**src/rtl/stream_packet_arbiter_if.sv**
```systemverilog
// Handshake bundle between the stream crossbar and its packet arbiter bank.
// The crossbar side uses the master modport; the arbiter bank uses slave.
interface stream_packet_arbiter_if #(
  parameter int S_DATA_COUNT = 2,
  parameter int M_DATA_COUNT = 3
);
  localparam int T_ID___WIDTH = $clog2(S_DATA_COUNT);
  localparam int T_DEST_WIDTH = $clog2(M_DATA_COUNT);

  logic [S_DATA_COUNT-1:0][T_DEST_WIDTH-1:0] s_dest_i;
  logic [S_DATA_COUNT-1:0]                   s_last_i;
  logic [S_DATA_COUNT-1:0]                   s_valid_i;
  logic [M_DATA_COUNT-1:0]                   m_ready_i;
  logic [M_DATA_COUNT-1:0][T_ID___WIDTH-1:0] grant_o;
  logic [M_DATA_COUNT-1:0]                   arbiter_ready_o;

  modport master (
    output s_dest_i, s_last_i, s_valid_i, m_ready_i,
    input  grant_o, arbiter_ready_o
  );

  modport slave (
    input  s_dest_i, s_last_i, s_valid_i, m_ready_i,
    output grant_o, arbiter_ready_o
  );
endinterface

```
**src/rtl/stream_packet_arbiter.sv**
```systemverilog
// Bank of packet-locked round-robin arbiters, one lane per master channel.
// A lane holds its grant from the arbitration edge until the last beat is accepted.
module stream_packet_arbiter_lane #(
  parameter int S_DATA_COUNT = 2
) (
  input  logic                            clk_i,
  input  logic                            rst_i,
  input  logic [S_DATA_COUNT-1:0]         req,
  input  logic [S_DATA_COUNT-1:0]         s_valid,
  input  logic [S_DATA_COUNT-1:0]         s_last,
  input  logic                            m_ready,
  output logic [$clog2(S_DATA_COUNT)-1:0] grant,
  output logic                            locked
);
  localparam int IW = $clog2(S_DATA_COUNT);
  // One spare bit so ptr + offset (at most 2*S-1) never overflows before the wrap.
  localparam logic [IW:0] S_CNT = (IW+1)'(S_DATA_COUNT);

  typedef enum logic {S_IDLE, S_LOCKED} state_t;

  state_t        state_q, state_d;
  logic [IW-1:0] grant_q, grant_d;
  logic [IW-1:0] ptr_q, ptr_d;
  logic [IW:0]   idx_w;
  logic [IW-1:0] win;
  logic          found;

  always_ff @(posedge clk_i or posedge rst_i) begin
    if (rst_i) begin
      state_q <= S_IDLE;
      grant_q <= '0;
      ptr_q   <= IW'(S_DATA_COUNT-1);
    end else begin
      state_q <= state_d;
      grant_q <= grant_d;
      ptr_q   <= ptr_d;
    end
  end

  always_comb begin
    state_d = state_q;
    grant_d = grant_q;
    ptr_d   = ptr_q;
    found   = 1'b0;
    win     = '0;
    idx_w   = '0;
    // Scan ptr+1 .. ptr+S with an explicit wrap; works for any source count.
    for (int k = 1; k <= S_DATA_COUNT; k++) begin
      idx_w = {1'b0, ptr_q} + (IW+1)'(k);
      if (idx_w >= S_CNT) idx_w = idx_w - S_CNT;
      if (!found && req[idx_w[IW-1:0]]) begin
        found = 1'b1;
        win   = idx_w[IW-1:0];
      end
    end
    case (state_q)
      S_IDLE: begin
        if (found) begin
          grant_d = win;
          state_d = S_LOCKED;
        end
      end
      S_LOCKED: begin
        if (s_valid[grant_q] && s_last[grant_q] && m_ready) begin
          ptr_d   = grant_q;
          state_d = S_IDLE;
        end
      end
      default: state_d = S_IDLE;
    endcase
  end

  assign grant  = grant_q;
  assign locked = (state_q == S_LOCKED);
endmodule

module stream_packet_arbiter #(
  parameter int T_DATA_WIDTH = 8,
  parameter int S_DATA_COUNT = 2,
  parameter int M_DATA_COUNT = 3
) (
  input  logic                   clk_i,
  input  logic                   rst_i,
  stream_packet_arbiter_if.slave bus
);
  localparam int T_ID___WIDTH = $clog2(S_DATA_COUNT);
  localparam int T_DEST_WIDTH = $clog2(M_DATA_COUNT);

  // Lanes elaborate only for a legal parameter set; data width is carried for compatibility.
  if (S_DATA_COUNT >= 2 && M_DATA_COUNT >= 2 && T_DATA_WIDTH >= 1 && T_ID___WIDTH >= 1)
  begin : g_bank
    for (genvar m = 0; m < M_DATA_COUNT; m++) begin : g_lane
      logic [S_DATA_COUNT-1:0] req;

      for (genvar j = 0; j < S_DATA_COUNT; j++) begin : g_req
        assign req[j] = bus.s_valid_i[j] && (bus.s_dest_i[j] == T_DEST_WIDTH'(m));
      end

      stream_packet_arbiter_lane #(.S_DATA_COUNT(S_DATA_COUNT)) u_lane (
        .clk_i   (clk_i),
        .rst_i   (rst_i),
        .req     (req),
        .s_valid (bus.s_valid_i),
        .s_last  (bus.s_last_i),
        .m_ready (bus.m_ready_i[m]),
        .grant   (bus.grant_o[m]),
        .locked  (bus.arbiter_ready_o[m])
      );
    end
  end
endmodule

```
**src/flat_wrapper.sv**
```systemverilog
// flat-port wrapper written by rule: the top's interface ports become plain ports
module stream_packet_arbiter_flat 
#(
  parameter int T_DATA_WIDTH = 8,
  parameter int S_DATA_COUNT = 2,
  parameter int M_DATA_COUNT = 3
)
  (clk_i, rst_i, bus_s_dest_i, bus_s_last_i, bus_s_valid_i, bus_m_ready_i, bus_grant_o, bus_arbiter_ready_o);
  stream_packet_arbiter_if #(.S_DATA_COUNT(S_DATA_COUNT), .M_DATA_COUNT(M_DATA_COUNT)) bus_i ();
  input  logic clk_i;
  input  logic rst_i;
  input wire logic [$bits(bus_i.s_dest_i)-1:0] bus_s_dest_i;
  input wire logic [$bits(bus_i.s_last_i)-1:0] bus_s_last_i;
  input wire logic [$bits(bus_i.s_valid_i)-1:0] bus_s_valid_i;
  input wire logic [$bits(bus_i.m_ready_i)-1:0] bus_m_ready_i;
  output wire logic [$bits(bus_i.grant_o)-1:0] bus_grant_o;
  output wire logic [$bits(bus_i.arbiter_ready_o)-1:0] bus_arbiter_ready_o;
  assign bus_i.s_dest_i = bus_s_dest_i;
  assign bus_i.s_last_i = bus_s_last_i;
  assign bus_i.s_valid_i = bus_s_valid_i;
  assign bus_i.m_ready_i = bus_m_ready_i;
  assign bus_grant_o = bus_i.grant_o;
  assign bus_arbiter_ready_o = bus_i.arbiter_ready_o;
  stream_packet_arbiter #(.T_DATA_WIDTH(T_DATA_WIDTH), .S_DATA_COUNT(S_DATA_COUNT), .M_DATA_COUNT(M_DATA_COUNT)) u_core (.clk_i(clk_i), .rst_i(rst_i), .bus(bus_i));
endmodule
```
**config.mk**
```make
export PLATFORM = sky130hd
export DESIGN_NAME = stream_packet_arbiter_flat
export DESIGN_NICKNAME = d
export VERILOG_FILES = /design/src/rtl/stream_packet_arbiter_if.sv /design/src/rtl/stream_packet_arbiter.sv /design/src/flat_wrapper.sv
export SDC_FILE = /design/constraint.sdc
export NUM_CORES = 1
export LEC_CHECK = 0
export CAP_MARGIN = 20
export CORE_UTILIZATION = 38
export DETAILED_ROUTE_END_ITERATION = 10
export PLACE_DENSITY_LB_ADDON = 0.08
export SETUP_SLACK_MARGIN = 0.2
export SYNTH_ARGS = -nofsm -noshare
export SYNTH_HDL_FRONTEND = slang
export SYNTH_HIERARCHICAL = 1
export SYNTH_SLANG_ARGS = --single-unit
```
**constraint.sdc**
```tcl
create_clock -name clk_i -period 0.8 [get_ports clk_i]
set_input_delay 0.12 -clock clk_i [delete_from_list [all_inputs] [get_ports clk_i]]
set_output_delay 0.12 -clock clk_i [all_outputs]
set_load 0.03 [all_outputs]
```
==> qor.yml <==
status: "finished with violations"
violations: "setup timing"
max_freq_mhz: 1020
intPower_w: 0.00170
antenna_found_initial: 0
drt-initial-drc-count: 13
fp.dieArea_sq_um: 1550
fin_worst_skew_ps: 0.117
routed-via-count: 512
crit_chain: "buf_6"
ys_warn_count: 6
drv_cap: 0
setup_ws_ps: -179
hold_viol: 0
synth_nets: 67
clk_pin_slew_worst_paths_ps: 60
relSlewSlack_pct: 86.1
grt_max_degree: 7
synth_area_per_cell_sq_um: 9.80
pwr-share-seq_pct: 35.8
crit_path_start_kind: "flip-flop"
drive_gt1_share_pct: 55.4
power.total_w: 0.00291
met1Wirelength_microns: 580
top_layer: "met4"
place_congestion: 0.683
ys.flop_type: "dfrtp_1"
grt_pass1_wl_microns: 1810
tightestPinTransition_ps: 207
crit_slowest_cell: "dfrtp_2"
diodes: 0
multi_input_area_sq_um: 320
end_kind: "primary output"
cp_slowest_stage_delay_ps: 450
drt_drc_violations_left: 0
ios: 19
instances_no_fill: 98
grt_overflow: 0
synth.most_common_cell: "nand2_1"
drt-total-wl_microns: 1280
seqCellArea_sq_um: 236
slew_violations: 0
clockBufferDepth: 2
synth_area_leaders: "dfrtp_1, dfstp_2, and3b_1, nand2_1, a32o_1"
grt_pass1_vias: 446
syn_inst: 54
antenna_left: 0
synth_seq_area_share_pct: 43.3
numCtsBuffers: 3
wire_per_inst_microns: 13.1
ys_top_cells_by_count: "nand2_1, dfrtp_1, inv_1"
wl_met2_microns: 603
cp_max_fo: 5
power.density_nw_per_um2: 3310
clk_latency_ps: 260
async_reset_ff_share_pct: 100
synth_cell_types: 14
root_buffer: "clkbuf_4"
port_buffers: 18
path_delay_family: "flip-flops"
met3WireLength_microns: 90
ff2ff_setup_slack_ps: -170
crit_arrival_ps: 860
cts.sinks: 9
routed_via_density: 5.22
r2r_cells: 4
p_leak_nw: 0.397
worstPathRequired_ps: 680
hpwl_microns: 944
r2r-start: "u_core/g_bank.g_lane[2].u_lane/locked"
hold_class: "in2async"
cts_tree: "built"
track_usage_pct: 18.0
cp_num_buf_inv: 1
p_sw_share_pct: 41.7
synth_edf_count: 0
p_sw_w: 0.00121
core_sq_um: 1300
p_clk_share_pct: 11.9
yosysTopAreaCell: "dfrtp_1"
chipHeight_microns: 39.3
final_nets: 97
path_class: "reg2out"
peakVddDrop_v: 0.00202
die_w_microns: 39.3
comb_power_share_pct: 52.3
synth_area_sq_um: 529
ys_seq_elements: 9
period_share_pct: 122
setup_viol: 15
synth_top_area_share_pct: 28.4
fp-row-count: 13
num-fill-cells: 102
rsz0062_at_grt: "true"
first_pass_iters: 4
dp.cells: 90
area_growth_pct: 66.4
layout_min_cycle_time_ps: 979
htree_levels: 1
r2r_end: "u_core/g_bank.g_lane[2].u_lane/grant"
start_util_pct: 40.7
==> stage by stage <==
step	utilization, %	hold WS (ps)	instance area, sq um	worst slack (ps)	TNS (ps)
final	67.7	103	881	-179	-2170
after global routing	67.7	126	881	-205	-2670
after CTS	65.8	101	856	-179	-2140
after detailed placement	57.1	381	743	-531	-4190
after global placement	57.1	385	743	-512	-4120
after floorplan	-	-127	537	-134	-1060
==> layer usage <==
metal | vias up | global-route usage (%)
met5 | - | 0
met4 | 0 | 10.3
met3 | 2 | 4.55
met2 | 21 | 28.3
met1 | 234 | 22.1
li1 | 255 | -
==> state kept, by name, summed over array words and instances (netlist names) <==
name	cells
u_core/g_bank.g_lane.u_lane/grant	3
u_core/g_bank.g_lane.u_lane/locked	3
u_core/g_bank.g_lane.u_lane/ptr_q	3
==> how the worst max path moves through the flow <==
stage                     depth (start not counted)  slack, ps                              endpoint                            startpoint
after floorplan                                   3       -130  u_core/g_bank.g_lane[0].u_lane/ptr_q  u_core/g_bank.g_lane[0].u_lane/grant
after CTS                                         1       -180                        bus_grant_o[2]  u_core/g_bank.g_lane[2].u_lane/grant
after detailed placement                          4       -530  u_core/g_bank.g_lane[0].u_lane/grant                      bus_s_valid_i[0]
final                                             1       -180                        bus_grant_o[1]  u_core/g_bank.g_lane[1].u_lane/grant
after global routing                              1       -200                        bus_grant_o[2]  u_core/g_bank.g_lane[2].u_lane/grant
after global placement                            4       -510  u_core/g_bank.g_lane[0].u_lane/grant                      bus_s_valid_i[0]
==> repair_timing <==
| action | 4_1_cts | 5_1_grt |
|---|---|---|
| gates resized for setup | 22 | 7 |
| hold buffers | 0 | 0 |
| endpoints found under the hold margin | 0 | 0 |
| pin swaps | 5 | 4 |
| buffers inserted | 4 | 0 |
| endpoints found under the setup margin | 15 | 15 |
==> cell usage in the layout (no fill, tap or decap) <==
cell type,count
nor3b_4,2
clkdlybuf4s50_1,4
clkinv_2,1
inv_2,2
a21oi_2,3
nor3_2,4
nand2_4,2
nor2_1,3
and3b_2,2
inv_1,3
dlymetal6s2s_1,2
nor3_1,2
and3b_1,2
buf_4,3
a32o_1,3
dfstp_2,3
nand2_2,2
dlygate4sd2_1,6
dfrtp_2,6
nand2_1,8
a211oi_2,2
clkbuf_4,3
o32a_1,3
inv_4,1
buf_6,10
a211oi_1,1
==> power groups by stage <==
stage          sequential [W]  clock [W]  combinational, W
5_1_grt               0.00108   0.000376           0.00163
6_report              0.00104   0.000348           0.00152
2_1_floorplan         0.00127          0          0.000423
4_1_cts               0.00102   0.000357           0.00147
3_5_place_dp          0.00101          0           0.00112
3_3_place_gp          0.00101          0           0.00112
==> cells by family after synthesis <==
logic type | after synthesis | synth area share [%]
compound gates | 12 | 20.6
flops | 9 | 43.3
buf+inv | 6 | 4.26
simple gates | 27 | 31.9
==> worst register-to-register path, delay by kind of cell, from the launching register on <==
| kind | cells | cell delay (ps) |
|---|---|---|
| flops | 1 | 440 |
| simple gates | 1 | 50 |
| buf+inv | 2 | 160 |
| compound gates | 1 | 200 |
==> final cells by class <==
type,instances,area share (%)
timing repair buffer,25,28.7
clock inverter,1,0.568
inverter,6,2.84
clock buffer,3,2.56
sequential,9,26.8
multi-input combinational,39,36.4
tap,15,2.13
No activity file was read; power rests on OpenSTA's default activity.
